--- config.mk ---
export PLATFORM = sky130hd
export DESIGN_NAME = jtpang_objdma
export DESIGN_NICKNAME = d
export VERILOG_FILES = /design/src/rtl/jtpang_objdma.sv
export SDC_FILE = /design/constraint.sdc
export NUM_CORES = 1
export LEC_CHECK = 0
export ABC_AREA = 1
export BUFFER_PORTS_ARGS = -buffer_cell sky130_fd_sc_hd__clkbuf_2
export CORE_UTILIZATION = 40
export CTS_BUF_LIST = sky130_fd_sc_hd__clkbuf_4 sky130_fd_sc_hd__clkbuf_8 sky130_fd_sc_hd__clkbuf_16
export CTS_CLUSTER_SIZE = 20
export DETAILED_ROUTE_END_ITERATION = 8
export SLEW_MARGIN = 20
export SYNTH_ARGS = -nofsm -noshare
export SYNTH_HDL_FRONTEND = slang
export SYNTH_SLANG_ARGS = --single-unit
--- constraint.sdc ---
create_clock -name clk -period 3.24 [get_ports clk]
set_input_delay 0.324 -clock clk [delete_from_list [all_inputs] [get_ports clk]]
set_output_delay 0.324 -clock clk [all_outputs]
set_load 0.05 [all_outputs]
--- src/rtl/jtpang_objdma.sv ---
// Pang object DMA: takes the Z80 bus, copies object attributes from the upper
// VRAM bank into the object line buffer, then flips the double-buffer select.
module jtpang_objdma #(
    parameter int          LEN      = 512,
    parameter logic [11:0] SRC_BASE = 12'h000,
    parameter int          AW       = 9
) (
    input  logic          clk,
    input  logic          rst_n,
    input  logic          cen,
    input  logic          dma_go,
    input  logic          busak_n,
    output logic          busrq_n,
    output logic [11:0]   vram_addr,
    output logic          vram_cs,
    output logic          vram_msb,
    input  logic [7:0]    vram_dout,
    output logic [AW-1:0] buf_addr,
    output logic [7:0]    buf_din,
    output logic          buf_we,
    output logic          buf_sel,
    output logic          busy
);

    typedef enum logic [2:0] {
        IDLE  = 3'd0,
        REQ   = 3'd1,
        COPY  = 3'd2,
        FLUSH = 3'd3,
        REL   = 3'd4
    } state_t;

    localparam logic [AW-1:0] LAST = AW'(LEN - 1);

    state_t        state_q, state_d;
    logic          go_q;
    logic          pend_q, pend_d;
    logic          busy_q, busy_d;
    logic          busrq_q, busrq_d;
    logic          cs_q, cs_d;
    logic [11:0]   vaddr_q, vaddr_d;
    logic [AW-1:0] idx_q, idx_d;
    logic          we_q, we_d;
    logic [AW-1:0] baddr_q, baddr_d;
    logic [7:0]    bdin_q, bdin_d;
    logic          sel_q, sel_d;
    logic          go_edge;

    assign go_edge = dma_go & ~go_q;

    always_comb begin
        state_d = state_q;
        pend_d  = pend_q | go_edge;
        busy_d  = busy_q;
        busrq_d = busrq_q;
        cs_d    = 1'b0;
        vaddr_d = vaddr_q;
        idx_d   = idx_q;
        we_d    = 1'b0;
        baddr_d = baddr_q;
        bdin_d  = bdin_q;
        sel_d   = sel_q;
        unique case (state_q)
            IDLE: begin
                if (pend_q) begin
                    pend_d  = go_edge;
                    state_d = REQ;
                    busy_d  = 1'b1;
                    busrq_d = 1'b0;
                end
            end
            REQ: begin
                if (cen && !busak_n) begin
                    state_d = COPY;
                    cs_d    = 1'b1;
                    vaddr_d = SRC_BASE;
                    idx_d   = '0;
                end
            end
            COPY: begin
                // write back the byte addressed last clock while issuing the next
                we_d    = 1'b1;
                baddr_d = idx_q;
                bdin_d  = vram_dout;
                if (idx_q == LAST) begin
                    state_d = FLUSH;
                end else begin
                    cs_d    = 1'b1;
                    vaddr_d = vaddr_q + 12'd1;
                    idx_d   = idx_q + AW'(1);
                end
            end
            FLUSH: begin
                sel_d   = ~sel_q;
                busrq_d = 1'b1;
                state_d = REL;
            end
            REL: begin
                if (cen && busak_n) begin
                    state_d = IDLE;
                    busy_d  = 1'b0;
                end
            end
            default: state_d = IDLE;
        endcase
    end

    always_ff @(posedge clk or negedge rst_n) begin
        if (!rst_n) begin
            state_q <= IDLE;
            go_q    <= 1'b0;
            pend_q  <= 1'b0;
            busy_q  <= 1'b0;
            busrq_q <= 1'b1;
            cs_q    <= 1'b0;
            vaddr_q <= SRC_BASE;
            idx_q   <= '0;
            we_q    <= 1'b0;
            baddr_q <= '0;
            bdin_q  <= 8'h00;
            sel_q   <= 1'b0;
        end else begin
            state_q <= state_d;
            go_q    <= dma_go;
            pend_q  <= pend_d;
            busy_q  <= busy_d;
            busrq_q <= busrq_d;
            cs_q    <= cs_d;
            vaddr_q <= vaddr_d;
            idx_q   <= idx_d;
            we_q    <= we_d;
            baddr_q <= baddr_d;
            bdin_q  <= bdin_d;
            sel_q   <= sel_d;
        end
    end

    assign busrq_n   = busrq_q;
    assign vram_addr = vaddr_q;
    assign vram_cs   = cs_q;
    assign vram_msb  = cs_q;
    assign buf_addr  = baddr_q;
    assign buf_din   = bdin_q;
    assign buf_we    = we_q;
    assign buf_sel   = sel_q;
    assign busy      = busy_q;

endmodule

==> summary.md, run 1 <==
| Metric | Value |
|---|---|
| Layout cell share with drive strength beyond 1 | 0.238 |
| Cell row count | 27 |
| DR WL/cell | 11.6 microns |
| Grt ovf | 0 |
| DR iter-0 viols | 87 |
| Clock period minus worst slack | 2.21 ns |
| Tightest Pin Transition | 0.805 ns |
| Post-Synthesis Cells | 273 |
| Post-CTS Setup Inserts | 0 |
| First-pass GRT wire length | 7910 microns |
| Largest stage delay on the critical path | 0.42 ns |
| Initial Utilization | 0.415 |
| H-tree Lvls | 2 |
| Clock transition at path regs | 0.09 ns |
| Crit start category | flip-flop |
| Crit path cell chain | ha_1 > nand2_1 > inv_1 > nand3_1 > nor2_1 > ha_1 > nand3b_2 > nand2_4 > inv_2 > nand2_1 > o21ai_0 |
| Worst Skew | 0.00486 ns |
| Worst setup path class | flip-flop to flip-flop |
| Final Hold Vio Count | 0 |
| CP bufs+invs | 2 |
| NumNets Final | 334 |
| Worst Hold Class | primary input to asynchronous set/reset pin |
| Post-synthesis sequential area ratio | 0.526 |
| Antenna Cells | 0 |
| Layout Cells excl Fill | 391 |
| R2R setup slack | 1.03 ns |
| Antenna-violating nets left | 0 |
| Die height | 77.6 microns |
| Slowest cell on crit path | dfrtp_1 |
| Dpl hpwl | 3250 microns |
| Critical Path Sink Type | flip-flop |
| CTS tree | built |
| Die X | 77.6 microns |
| Peak VDD IR | 0.573 mV |
| Largest net degree at the start of global routing | 33 |
| Setup TNS | 0 ns |
| Resized Gates After CTS | 0 |
| Routed vias | 1896 |
| Critical Path Fanout Max | 30 |
| Worst reg2reg path depth | 11 |
| Critical Path AT | 2.38 ns |
| Vias per Instance | 4.85 |
| Avg Inst Size Synth | 8.38 sq um |
| Syn_nets | 289 |
| FF-to-FF Start | idx_q[0]$_DFFE_PN0P_ |
| Worst-Skew Late Latency | 0.30 ns |
| RSZ-0062 raised after global routing | false |
| Cells after DPL | 383 |
| Distinct cells, synth | 28 |
| Remaining DRCs | 0 |
| Synth Register Bits | 48 |
| I/O Buffers | 47 |
| Final WL | 4550 microns |
| Maxcap violations | 0 |
| Initial antenna violation count | 0 |
| Clock Sinks | 48 |
| Vias in the first global route | 1765 |
| FF-to-FF End | vram_addr[0]$_DFFE_PN0P_ |
| Commonest non-fill, non-tap cell in the layout | nand2_1 |
| Commonest non-fill, non-tap cells in the layout | nand2_1, dfrtp_1, clkbuf_2, nor2_1, inv_1 |
| Final setup vio count | 0 |
| Core area | 5510 sq um |
| Mapped Area | 2290 sq um |
| Slew HR | 0.463 |
| Count of pins over their slew limit | 0 |
| DR pass1 iterations | 4 |
| Hold buffers post-CTS | 0 |
| Power per cell area | 845 nW/um^2 |
| Clk buf depth | 2 |
| Filler cell count | 564 |
| Clk root buf | clkbuf_8 |
| Max Fclk | 0.453 GHz |
| Die area | 6020 sq um |
| Warnings, synthesis | 0 |
| Delay-heaviest family, CP | simple AND/OR/NAND/NOR gates |
| Status | finished, final reports clean |
| TritonCTS buffer count | 5 |
| Synth-to-layout area growth | 15.9% |
| Gpl congestion | 0.791 |
| Required time worst endpoint | 3.42 ns |
| Gr usage total | 0.167 |
| I/O pins | 48 |
| Final worst path period share | 0.681 |
| Leak | 1.37 nW |
cell usage after synthesis:
library cell | count | area, sq um
o21ai_1 | 6 | 30.0
a21oi_1 | 6 | 30.0
nor2_1 | 26 | 97.6
inv_1 | 24 | 90.1
buf_2 | 2 | 10.0
buf_12 | 1 | 20.0
clkbuf_2 | 1 | 5.00
nand3b_2 | 1 | 11.3
buf_8 | 1 | 15.0
nand3_1 | 22 | 110
dfstp_2 | 1 | 26.3
nor2_2 | 2 | 12.5
o21ai_2 | 8 | 70.1
nand3_2 | 1 | 10.0
nand2_2 | 2 | 12.5
dfrtp_1 | 47 | 1180
inv_2 | 3 | 11.3
nand4_1 | 6 | 37.5
nand2_1 | 84 | 315
or2_1 | 1 | 6.26
nor3_1 | 2 | 10.0
buf_4 | 3 | 22.5
ha_1 | 3 | 37.5
nand2_4 | 1 | 11.3
clkbuf_1 | 2 | 7.51
o21ai_0 | 15 | 75.1
xnor2_1 | 1 | 8.76
nand3_4 | 1 | 17.5
worst max path at each step:
stage,cells after the start,slack (ns),startpoint,to
final,11,1.03,idx_q[0]$_DFFE_PN0P_,vram_addr[0]$_DFFE_PN0P_
after global routing,11,0.85,idx_q[0]$_DFFE_PN0P_,vram_addr[0]$_DFFE_PN0P_
after CTS,11,1.01,idx_q[0]$_DFFE_PN0P_,vram_addr[0]$_DFFE_PN0P_
after detailed placement,11,1.03,idx_q[0]$_DFFE_PN0P_,vram_addr[0]$_DFFE_PN0P_
after global placement,11,1.14,idx_q[0]$_DFFE_PN0P_,vram_addr[0]$_DFFE_PN0P_
after floorplan,12,1.41,idx_q[0]$_DFFE_PN0P_,vram_addr[0]$_DFFE_PN0P_
per-stage QoR:
stage	hold WS, ns	util	cell area (sq um)	power (mW)	setup slack [ns]
CTS	0.128	0.481	2650	2.28	1.01
detailed placement	0.422	0.461	2540	1.84	1.03
floorplan	0.0284	-	2290	1.68	1.41
finish	0.0991	0.481	2650	2.24	1.03
global route	0.130	0.481	2650	2.40	0.849
global placement	0.415	0.461	2540	1.82	1.14
kinds of logic (layout without fill, tap and decap cells):
family,after synthesis,count (layout),share of synthesized area
AND/OR/NAND/NOR,149,149,0.285
XOR/XNOR,1,1,0.00383
AO/OA/AOI/OAI,35,35,0.0897
flip-flops,48,48,0.526
buffers and inverters,37,83,0.0793
adder cells (fa/ha/maj),3,3,0.0164
registers in the layout, indices dropped and copies added (netlist names):
name,cells
buf_sel,1
buf_addr,9
buf_we,1
vram_addr,12
busrq_n,1
state_q,3
pend_q,1
busy,1
vram_cs,1
go_q,1
buf_din,8
idx_q,9
worst reg2reg max path: cells and delay by family (launching register included):
kind                     cells  cell delay [ns]
flip-flops                   1             0.42
AO/OA/AOI/OAI                1             0.07
AND/OR/NAND/NOR              6             0.94
buffers and inverters        2             0.25
adder cells (fa/ha/maj)      2             0.41
final cells by class:
type                    count  area, sq um  area share
repair buffers             48          243      0.0916
clock buffers               6         76.3      0.0288
flip-flops and latches     48         1200       0.454
clock inverters             2         35.0      0.0132
inverters                  27          101      0.0382
multi-input cells         188          903       0.341
well taps                  72         90.1      0.0340
report_power, final:
| group | total (mW) | internal [mW] | switching [mW] |
|---|---|---|---|
| registers | 0.848 | 0.738 | 0.110 |
| clock network | 0.430 | 0.237 | 0.193 |
| logic | 0.962 | 0.203 | 0.759 |
| total | 2.24 | 1.18 | 1.06 |
per-layer routing:
metal  GRT usage  part of all wire  wire (microns)  up-vias
li1            -                 -               -      960
met1       0.220              0.46            2090      877
met2       0.264              0.47            2130       52
met3      0.0412             0.058             264        7
met4      0.0623             0.014              66        0
met5           0                 0               0        -
Note: power is estimated with default switching activity, not from simulation.
==> run 2: changes to the inputs <==
- clock period: 3.24 -> 2.2 ns (I/O delays scaled with it)
==> summary.md, run 2 (synthesis results as in run 1) <==
| Metric | Value |
|---|---|
| Commonest non-fill, non-tap cells in the layout | nand2_1, dfrtp_1, clkbuf_2, nor2_1, inv_1 |
| R2R setup slack | 0.28 ns |
| Critical Path AT | 2.15 ns |
| Crit start category | flip-flop |
| Leak | 1.42 nW |
| Antenna Cells | 0 |
| Sequential share of power | 0.367 |
| Grt ovf | 0 |
| NumNets Final | 341 |
| Final WL | 4520 microns |
| DR iter-0 viols | 95 |
| CTS tree | built |
| Slowest cell on crit path | dfrtp_1 |
| Logic pwr share | 0.448 |
| Remaining DRCs | 0 |
| Worst Hold Class | primary input to asynchronous set/reset pin |
| Cell row count | 27 |
| Power per cell area | 1250 nW/um^2 |
| Synth-to-layout area growth | 19.0% |
| Clock transition at path regs | 0.08 ns |
| Worst setup path class | flip-flop to flip-flop |
| DR WL/cell | 11.4 microns |
| Post-Place Cell Area | 2560 sq um |
| Slew HR | 0.608 |
| Count of pins over their slew limit | 0 |
| Required time worst endpoint | 2.43 ns |
| Final Hold Vio Count | 0 |
| DR pass1 iterations | 4 |
| Initial antenna violation count | 0 |
| Max Fclk | 0.520 GHz |
| Net Sw Power | 1.60 mW |
| Clock Sinks | 48 |
| Dpl hpwl | 3130 microns |
| First-pass GRT wire length | 7780 microns |
| FF-to-FF Start | idx_q[0]$_DFFE_PN0P_ |
| Antenna-violating nets left | 0 |
| H-tree Lvls | 2 |
| Final Instance Area | 2720 sq um |
| Pint | 1.82 mW |
| Filler cell count | 538 |
| Vias in the first global route | 1697 |
| Setup TNS | 0 ns |
| Commonest non-fill, non-tap cell in the layout | nand2_1 |
| Clock period minus worst slack | 1.92 ns |
| Final worst path period share | 0.874 |
| Sw Ratio | 0.467 |
| Critical Path Sink Type | flip-flop |
| Critical Path Fanout Max | 11 |
| Tightest Pin Transition | 0.588 ns |
| Die X | 77.6 microns |
| Clk buf depth | 2 |
| Die area | 6020 sq um |
| TritonCTS buffer count | 5 |
| Status | finished, final reports clean |
| Maxcap violations | 0 |
| Clock Power Share | 0.186 |
| Worst-Skew Late Latency | 0.30 ns |
| Vias per Instance | 4.81 |
| Largest stage delay on the critical path | 0.41 ns |
| Routed vias | 1916 |
| FF-to-FF End | idx_q[3]$_DFFE_PN0P_ |
| Gr usage total | 0.163 |
| I/O Buffers | 47 |
| Largest net degree at the start of global routing | 49 |
| Core area | 5510 sq um |
| I/O pins | 48 |
| Clk root buf | clkbuf_8 |
| Most frequent CP cell | ha_1 |
| Initial Utilization | 0.415 |
| Final setup vio count | 0 |
| Worst Skew | 0.00435 ns |
| Gpl congestion | 0.776 |
| Crit path cell chain | ha_1 > nand2_1 > inv_1 > nand3_1 > nor2_1 > ha_1 > nand3b_4 > nand2_8 > buf_4 > nand4_1 > o21ai_2 |
| RSZ-0062 raised after global routing | false |
| Worst reg2reg path depth | 11 |
| Max FFs per register | 12 |
| Final Core Density | 0.494 |
| Layout cell share with drive strength beyond 1 | 0.255 |
| Die height | 77.6 microns |
| Total power | 3.41 mW |
| Peak VDD IR | 0.638 mV |
## run 2: worst max-delay path: cells and delay by family, from the launching register on
family / cells / cell delay [ns]
AO/OA/AOI/OAI: 1 / 0.09
adder cells (fa/ha/maj): 2 / 0.40
buffers and inverters: 2 / 0.26
flip-flops: 1 / 0.41
AND/OR/NAND/NOR: 6 / 0.70
## run 2: worst max-delay path by stage
| stage | startpoint | endpoint | slack, ns | depth (start not counted) |
|---|---|---|---|---|
| after floorplan | idx_q[0]$_DFFE_PN0P_ | vram_addr[0]$_DFFE_PN0P_ | 0.37 | 12 |
| after global placement | idx_q[0]$_DFFE_PN0P_ | idx_q[3]$_DFFE_PN0P_ | 0.17 | 11 |
| after detailed placement | idx_q[0]$_DFFE_PN0P_ | idx_q[3]$_DFFE_PN0P_ | 0.09 | 11 |
| after CTS | idx_q[0]$_DFFE_PN0P_ | idx_q[3]$_DFFE_PN0P_ | 0.05 | 11 |
| after global routing | idx_q[0]$_DFFE_PN0P_ | vram_addr[10]$_DFFE_PN0P_ | 0.1 | 11 |
| final | idx_q[0]$_DFFE_PN0P_ | idx_q[3]$_DFFE_PN0P_ | 0.28 | 11 |
## run 2: metal layers
layer | part of all wire | wire, microns | global-route usage
met5 | 0 | 0 | 0
met4 | 0.0089 | 40 | 0.0566
met3 | 0.055 | 247 | 0.0424
met2 | 0.46 | 2060 | 0.254
met1 | 0.48 | 2170 | 0.221
## run 2: area by class of cell
cell class / instances / area (sq um) / area share
clock buffer: 6 / 76.3 / 0.0280
clock inverter: 2 / 35.0 / 0.0129
inverter: 27 / 101 / 0.0372
multi-input combinational: 188 / 921 / 0.338
sequential: 48 / 1200 / 0.442
tap: 72 / 90.1 / 0.0331
timing repair buffer: 55 / 295 / 0.109
## run 2: metrics by stage
stage | hold slack (ns) | setup slack (ns) | std cells
6_report | 0.0108 | 0.278 | 398
5_1_grt | 0.0328 | 0.0996 | 398
4_1_cts | 0.0350 | 0.0495 | 394
2_1_floorplan | -0.0756 | 0.369 | 273
3_3_place_gp | 0.348 | 0.170 | 386
3_5_place_dp | 0.355 | 0.0925 | 386
## run 2: what timing repair did
action,in CTS,in global routing
setup endpoints to repair,0,13
hold buffers,0,0
resized for setup,0,2
setup buffers,0,4
## run 2: power by group through the flow
stage / Clock [mW] / Combinational, mW / Sequential [mW]
after floorplan: 0 / 0.714 / 1.76
after global placement: 0 / 1.46 / 1.26
after detailed placement: 0 / 1.48 / 1.26
after CTS: 0.661 / 1.48 / 1.25
after global routing: 0.692 / 1.67 / 1.28
final: 0.633 / 1.53 / 1.25
